--- src/rtl/mux2_arb.sv ---
// mux2_arb: two-channel round-robin arbiter with a registered output slot
// that feeds the gate-level 2:1 mux. sel=1 selects channel 1, sel=0 channel 0.
// Optional feature: define MUX2_ARB_LOCK_EN to add the `lock` input, which
// pins the grant to the channel currently held in q (burst locking).
module mux2_arb #(
   parameter int unsigned WIDTH = 8
) (
   input  logic             clk,
   input  logic             rst_n,
   input  logic             req0,
   input  logic [WIDTH-1:0] a0,
   output logic             ack0,
   input  logic             req1,
   input  logic [WIDTH-1:0] a1,
   output logic             ack1,
   output logic [WIDTH-1:0] q,
   output logic             q_valid,
   input  logic             q_ready,
`ifdef MUX2_ARB_LOCK_EN
   input  logic             lock,
`endif
   output logic             sel
);

   typedef enum logic {
      EMPTY = 1'b0,
      FULL  = 1'b1
   } state_t;

   state_t state_q;
   state_t state_d;
   logic   last_q;
   logic   slot_free;
   logic   grant_vld;
   logic   grant_ch;
   logic   take;

   assign q_valid   = (state_q == FULL);
   assign slot_free = ~q_valid | q_ready;
   assign take      = ack0 | ack1;

   // Grant selection: round-robin on contention, optional lock to current owner
   always_comb begin
      grant_vld = 1'b0;
      grant_ch  = 1'b0;
`ifdef MUX2_ARB_LOCK_EN
      if (lock && q_valid) begin
         grant_ch  = sel;
         grant_vld = sel ? req1 : req0;
      end else
`endif
      if (req0 && req1) begin
         grant_vld = 1'b1;
         grant_ch  = ~last_q;
      end else if (req0) begin
         grant_vld = 1'b1;
         grant_ch  = 1'b0;
      end else if (req1) begin
         grant_vld = 1'b1;
         grant_ch  = 1'b1;
      end
   end

   // Slot occupancy state register
   always_ff @(posedge clk or negedge rst_n) begin
      if (!rst_n) begin
         state_q <= EMPTY;
      end else begin
         state_q <= state_d;
      end
   end

   // Next-state: fill on a capture, drain on a consume with no capture
   always_comb begin
      state_d = state_q;
      case (state_q)
         EMPTY: if (take) state_d = FULL;
         FULL:  if (q_ready && !take) state_d = EMPTY;
         default: state_d = EMPTY;
      endcase
   end

   // Handshake outputs; held low while reset is asserted
   always_comb begin
      ack0 = 1'b0;
      ack1 = 1'b0;
      if (rst_n && slot_free && grant_vld) begin
         ack0 = ~grant_ch;
         ack1 = grant_ch;
      end
   end

   // Output word, mux select and round-robin pointer move only on a capture
   always_ff @(posedge clk or negedge rst_n) begin
      if (!rst_n) begin
         q      <= '0;
         sel    <= 1'b0;
         last_q <= 1'b1;
      end else if (take) begin
         q      <= grant_ch ? a1 : a0;
         sel    <= grant_ch;
         last_q <= grant_ch;
      end
   end

endmodule

--- config.mk ---
export PLATFORM = sky130hd
export DESIGN_NAME = mux2_arb
export DESIGN_NICKNAME = d
export VERILOG_FILES = /design/src/rtl/mux2_arb.sv
export SDC_FILE = /design/constraint.sdc
export NUM_CORES = 1
export LEC_CHECK = 0
export ABC_AREA = 0
export BUFFER_PORTS_ARGS = -buffer_cell sky130_fd_sc_hd__buf_2
export CAP_MARGIN = 5
export CELL_PAD_IN_SITES_DETAIL_PLACEMENT = 1
export CELL_PAD_IN_SITES_GLOBAL_PLACEMENT = 1
export CORE_UTILIZATION = 30
export CTS_BUF_LIST = sky130_fd_sc_hd__clkbuf_4
export DETAILED_ROUTE_END_ITERATION = 10
export PLACE_DENSITY_LB_ADDON = 0.3
export SLEW_MARGIN = 10
export SYNTH_ARGS = -nofsm -noshare
export SYNTH_HDL_FRONTEND = slang
export SYNTH_SLANG_ARGS = --single-unit
--- constraint.sdc ---
create_clock -name clk -period 2.75 [get_ports clk]
set_clock_uncertainty 0.2 [all_clocks]
set_input_delay 0.55 -clock clk [delete_from_list [all_inputs] [get_ports clk]]
set_output_delay 0.55 -clock clk [all_outputs]
set_load 0.05 [all_outputs]
==> impl_metrics.json, run 1 <==
{
  "status": "finished clean",
  "synthXorXnorAreaFrac": 0,
  "grt_pass1_wl_um": 2221,
  "synth_compound_area_frac": 0.2522,
  "crit_type": "flop to output pin",
  "netSwitchingFraction": 0.4182,
  "internal-power_mw": 0.3433,
  "ys_top_cells_by_count": "10 x dfrtp_1, 8 x nand4b_1, 8 x o221a_2",
  "dieWidth_um": 45.42,
  "drv_slew": 0,
  "routed-via-count": 498,
  "startpoint": "last_q",
  "final_core_util": 0.4495,
  "synthAdderAreaFrac": 0,
  "drtIter0Drc": 6,
  "clk_pin_slew_ns": 0.08,
  "ctsLongestPathBuffers": 2,
  "leakagePower_nw": 0.3641,
  "arrival_ns": 1.51,
  "max_freq_ghz": 0.4429,
  "synth_edf_count": 0,
  "vias_per_cell": 4.882,
  "netSwitchingPower_mw": 0.2467,
  "core_area_mm2": 0.001745,
  "path_max_fanout": 9,
  "grt_pass1_vias": 491,
  "cts_setup_buffers": 0,
  "synth_top_family_by_area": "compound AO/OA/AOI/OAI gates",
  "ys.flop_type": "dfrtp_1",
  "yosysSeqAreaShare": 0.4889,
  "yosys_warnings": 0,
  "rsz0062_at_grt": "false",
  "drc_errors": 0,
  "finalHoldViolCount": 0,
  "cap_violations": 0,
  "dieArea_mm2": 0.002063,
  "crit_required_ns": 2.00,
  "overflow": 0,
  "drive_gt1_frac": 0.6623,
  "p_seq_frac": 0.371,
  "yosysMostFrequentCell": "dfrtp_1",
  "relSlewSlack": 0.7999,
  "critPathLaunchType": "flop",
  "cts_tree": "built",
  "syn2layout_area_growth_pct": 38.72,
  "place_hpwl_um": 1110,
  "dp_cells": 98,
  "fin_crit_ns": 2.258,
  "synth_cell_types": 16,
  "root_buffer": "clkbuf_4",
  "grt_max_degree": 19,
  "worst_pin_slew_ns": 0.3001,
  "tns_ns": 0,
  "port_buffers": 32,
  "post_synth.cell_area_avg_um2": 13.47,
  "syn_nets": 63,
  "synthCells": 42,
  "m1WireLength_um": 623,
  "instances_no_fill": 102,
  "setup_violations": 0,
  "period_share": 0.8211,
  "clockPowerShare": 0.207,
  "num_antenna_cells": 0,
  "drtAntennaViolNets": 0,
  "routed_wl_um": 1384,
  "synthMuxAreaShare": 0,
  "power_per_cell_area_mw_per_mm2": 752.2,
  "synth_top_area_cell": "dfrtp_1",
  "cts_resized": 0,
  "cts_buffers": 3,
  "peakVddDrop_mv": 0.2890,
  "die_h_um": 45.42,
  "dr_wl_met3_um": 69,
  "io_pins": 33,
  "endpoint_kind": "output pin",
  "synth.top_cell.area_share": 0.4425,
  "comb_power_share": 0.422,
  "routedWlPerCell_um": 13.57,
  "routed.top_layer": "met3",
  "place_congestion": 0.6830,
  "syn_area_um2": 565.5,
  "antenna_found_initial": 0,
  "cts.sinks": 11,
  "initial_core_util": 0.3240,
  "synth-seq-cells": 11,
  "synth_async_sr_flop_share": 1.000,
  "firstDrtPassIters": 2,
  "synth-simple-area-share": 0.2345,
  "num_rows": 15,
  "htreeDepth": 1,
  "r2r-start": "last_q",
  "grtUsageTotal": 0.1496,
  "ctsHoldBuffers": 0,
  "wl_met2_um": 691,
  "layout.nets": 99,
  "hp-class": "input port to asynchronous set/reset pin",
  "clk_latency_ns": 0.26,
  "synth.area.top_cells": "dfrtp_1 44%, o221a_2 16%, nand4b_1 12%"
}
-- cells by family (layout without fill, tap and decap cells) --
group | after synthesis | after routing
simple gates | 15 | 15
compound gates | 13 | 13
flops | 11 | 11
buf+inv | 3 | 38
-- registers in the layout, indices dropped and copies added (netlist names) --
signal   flops
q_valid      1
sel          1
q            8
last_q       1
-- cell usage in the layout, fill, tap and decap left out --
cell / count
o221a_2: 8
o211ai_1: 1
nand2b_2: 2
nand4b_1: 8
a21boi_4: 1
nand3_1: 1
nand2_1: 2
nand4_4: 1
a21o_1: 1
buf_4: 1
and3_4: 1
dfrtp_1: 10
dfstp_2: 1
o2bb2ai_1: 1
o211a_1: 1
buf_2: 32
inv_1: 1
clkbuf_4: 4
-- power groups by stage --
stage	logic, mW	clock network [mW]	registers (mW)
after floorplan	0.0782	0	0.329
after global placement	0.249	0	0.221
after detailed placement	0.251	0	0.223
after CTS	0.252	0.126	0.220
after global routing	0.263	0.134	0.223
final	0.249	0.122	0.219
-- per-stage QoR --
| step | setup slack [ns] | hold slack [ns] | area, µm² | power (mW) |
|---|---|---|---|---|
| finish | 0.4921 | 0.1203 | 784.5 | 0.5901 |
| global route | 0.4131 | 0.1166 | 784.5 | 0.6199 |
| CTS | 0.4714 | 0.1102 | 784.5 | 0.5977 |
| detailed placement | 0.5204 | 0.2790 | 754.5 | 0.4746 |
| global placement | 0.5541 | 0.2556 | 754.5 | 0.4707 |
| floorplan | 0.7374 | 0.05441 | 565.5 | 0.4070 |
-- final cells by class --
class / count / area [µm²]
Fill cell: 207 / 960.9
Multi-Input combinational cell: 28 / 275.3
Clock buffer: 4 / 30.03
Sequential cell: 11 / 276.5
Inverter: 1 / 3.754
Timing Repair Buffer: 33 / 167.7
Tap cell: 25 / 31.28
-- critical path: stages, from the launching register on --
cell	delay, ns
dfstp_2	0.57
nand2b_2	0.16
nand4_4	0.18
inv_1	0.08
buf_2	0.26
-- metal layers --
metal | global-route usage | vias up
met5 | 0 | -
met1 | 0.1945 | 235
li1 | - | 248
met4 | 0.01818 | 0
met3 | 0.03571 | 0
met2 | 0.2571 | 15
-- worst paths after layout --
path | endpoint | slack [ns] | depth (start not counted)
setup / recovery | ack0 | 0.49 | 4
hold reg to reg | sel | 0.29 | 1
min in group clk | sel | 0.29 | 1
hold / removal | last_q | 0.12 | 1
max in group asynchronous | q[7] | 2.01 | 2
setup reg to reg | q[7] | 1.24 | 3
No activity file was read; power rests on OpenSTA's default activity.
==> run 2, diff against run 1 <==
clock period = 2.1 ns   (was 2.75 ns; I/O delays follow)
==> impl_metrics.json, run 2 (synthesis results as in run 1) <==
{
  "drive_gt1_frac": 0.6667,
  "max_freq_ghz": 0.4972,
  "num_rows": 15,
  "grt_max_degree": 19,
  "ctsLongestPathBuffers": 2,
  "drtAntennaViolNets": 0,
  "crit_type": "flop to output pin",
  "status": "finished clean",
  "largest_reg_flops": 8,
  "arrival_ns": 1.39,
  "cpMaxStageDelayCell": "dfstp_2",
  "cts_setup_buffers": 0,
  "io_pins": 33,
  "firstDrtPassIters": 3,
  "die_h_um": 45.42,
  "cts_buffers": 3,
  "cts_tree": "built",
  "finalHoldViolCount": 0,
  "power_per_cell_area_mw_per_mm2": 960.9,
  "crit_chain": "nand2b_2, nand4_4, inv_1, clkbuf_4",
  "mostFrequentLayoutCell": "buf_2",
  "dieArea_mm2": 0.002063,
  "critical-path-max-stage-delay_ns": 0.57,
  "clk_latency_ns": 0.28,
  "path_buf_inv": 2,
  "drv_slew": 0,
  "final_cell_mix": "31 x buf_2, 10 x dfrtp_1, 8 x nand4b_1, 8 x o221a_2, 5 x clkbuf_4",
  "crit_required_ns": 1.48,
  "num_antenna_cells": 0,
  "endpoint_kind": "output pin",
  "setup_violations": 0,
  "routedWlPerCell_um": 14.14,
  "drc_errors": 0,
  "routed_wl_um": 1499,
  "path_max_fanout": 3,
  "root_buffer": "clkbuf_4",
  "core_area_mm2": 0.001745,
  "crit_family": "flip-flops",
  "leakagePower_nw": 0.3817,
  "hold_ws_ns": 0.02235,
  "grtUsageTotal": 0.1712,
  "syn2layout_area_growth_pct": 44.91,
  "peakVddDrop_mv": 0.3702,
  "htreeDepth": 1,
  "place_congestion": 0.7130,
  "fin_crit_ns": 2.011,
  "port_buffers": 32,
  "instances_no_fill": 106,
  "critPathLaunchType": "flop",
  "antenna_found_initial": 0,
  "dp_cells": 101,
  "tns_ns": 0,
  "cts.sinks": 11,
  "drtIter0Drc": 10,
  "clk_pin_slew_ns": 0.08,
  "grt_pass1_vias": 549,
  "grt_pass1_wl_um": 2449,
  "rsz0062_at_grt": "false",
  "place_hpwl_um": 1184,
  "worst_pin_slew_ns": 0.2634,
  "period_share": 0.9577,
  "initial_core_util": 0.3240,
  "cap_violations": 0,
  "fill_cells": 225,
  "hp-class": "input port to asynchronous set/reset pin",
  "routed-via-count": 536,
  "vias_per_cell": 5.057,
  "layout.nets": 103,
  "overflow": 0,
  "largest-register": "q",
  "relSlewSlack": 0.8244,
  "dieWidth_um": 45.42
}
run 2: changes by cell type in the layout (fill, tap and decap cells not counted):
cell / change
buf_2: -1
buf_4: +3
clkbuf_4: +1
dlygate4sd3_1: +1
run 2: cell type report:
cell class | count | area, µm² | share of cell area
Tap cell | 25 | 31.28 | 0.03817
Multi-Input combinational cell | 28 | 275.3 | 0.3359
Sequential cell | 11 | 276.5 | 0.3374
Clock buffer | 4 | 30.03 | 0.03664
Inverter | 1 | 3.754 | 0.004580
Timing Repair Buffer | 37 | 202.7 | 0.2473
run 2: where the power goes:
| part | internal [mW] | leakage (nW) | switching, mW |
|---|---|---|---|
| Combinational | 0.111 | 0.241 | 0.225 |
| Clock | 0.0866 | 0.0184 | 0.0771 |
| Sequential | 0.260 | 0.122 | 0.0275 |
run 2: worst paths after layout:
check | depth (start not counted) | slack (ns) | endpoint | startpoint
min in group clk | 2 | 0.21 | q[4] | a0[4]
max in group asynchronous | 2 | 1.12 | last_q | rst_n
min reg2reg | 1 | 0.31 | sel | sel
min | 2 | 0.02 | q_valid | rst_n
max reg2reg | 4 | 0.53 | q[1] | last_q
max | 4 | 0.09 | ack0 | last_q
run 2: routing by layer:
layer / share of wire / vias up / track usage
met5: 0 / - / 0
met4: 0 / 0 / 0.03636
met2: 0.52 / 19 / 0.2829
met3: 0.059 / 0 / 0.08333
met1: 0.42 / 263 / 0.1990
li1: - / 254 / -
run 2: metrics by stage:
| step | util | setup WS, ns | cell area [µm²] | power, mW |
|---|---|---|---|---|
| after floorplan | - | 0.2174 | 565.5 | 0.5330 |
| after global routing | 0.4695 | 0.01200 | 819.5 | 0.8309 |
| after CTS | 0.4681 | 0.03787 | 817.0 | 0.7990 |
| final | 0.4695 | 0.08879 | 819.5 | 0.7875 |
| after global placement | 0.4452 | 0.2847 | 777.0 | 0.6235 |
| after detailed placement | 0.4452 | 0.2650 | 777.0 | 0.6299 |
run 2: timing repair:
item | in CTS | in global routing
endpoints found under the setup margin | 0 | 1
hold endpoints to repair | 1 | 0
hold buffers | 1 | 0
resized for setup | 0 | 1
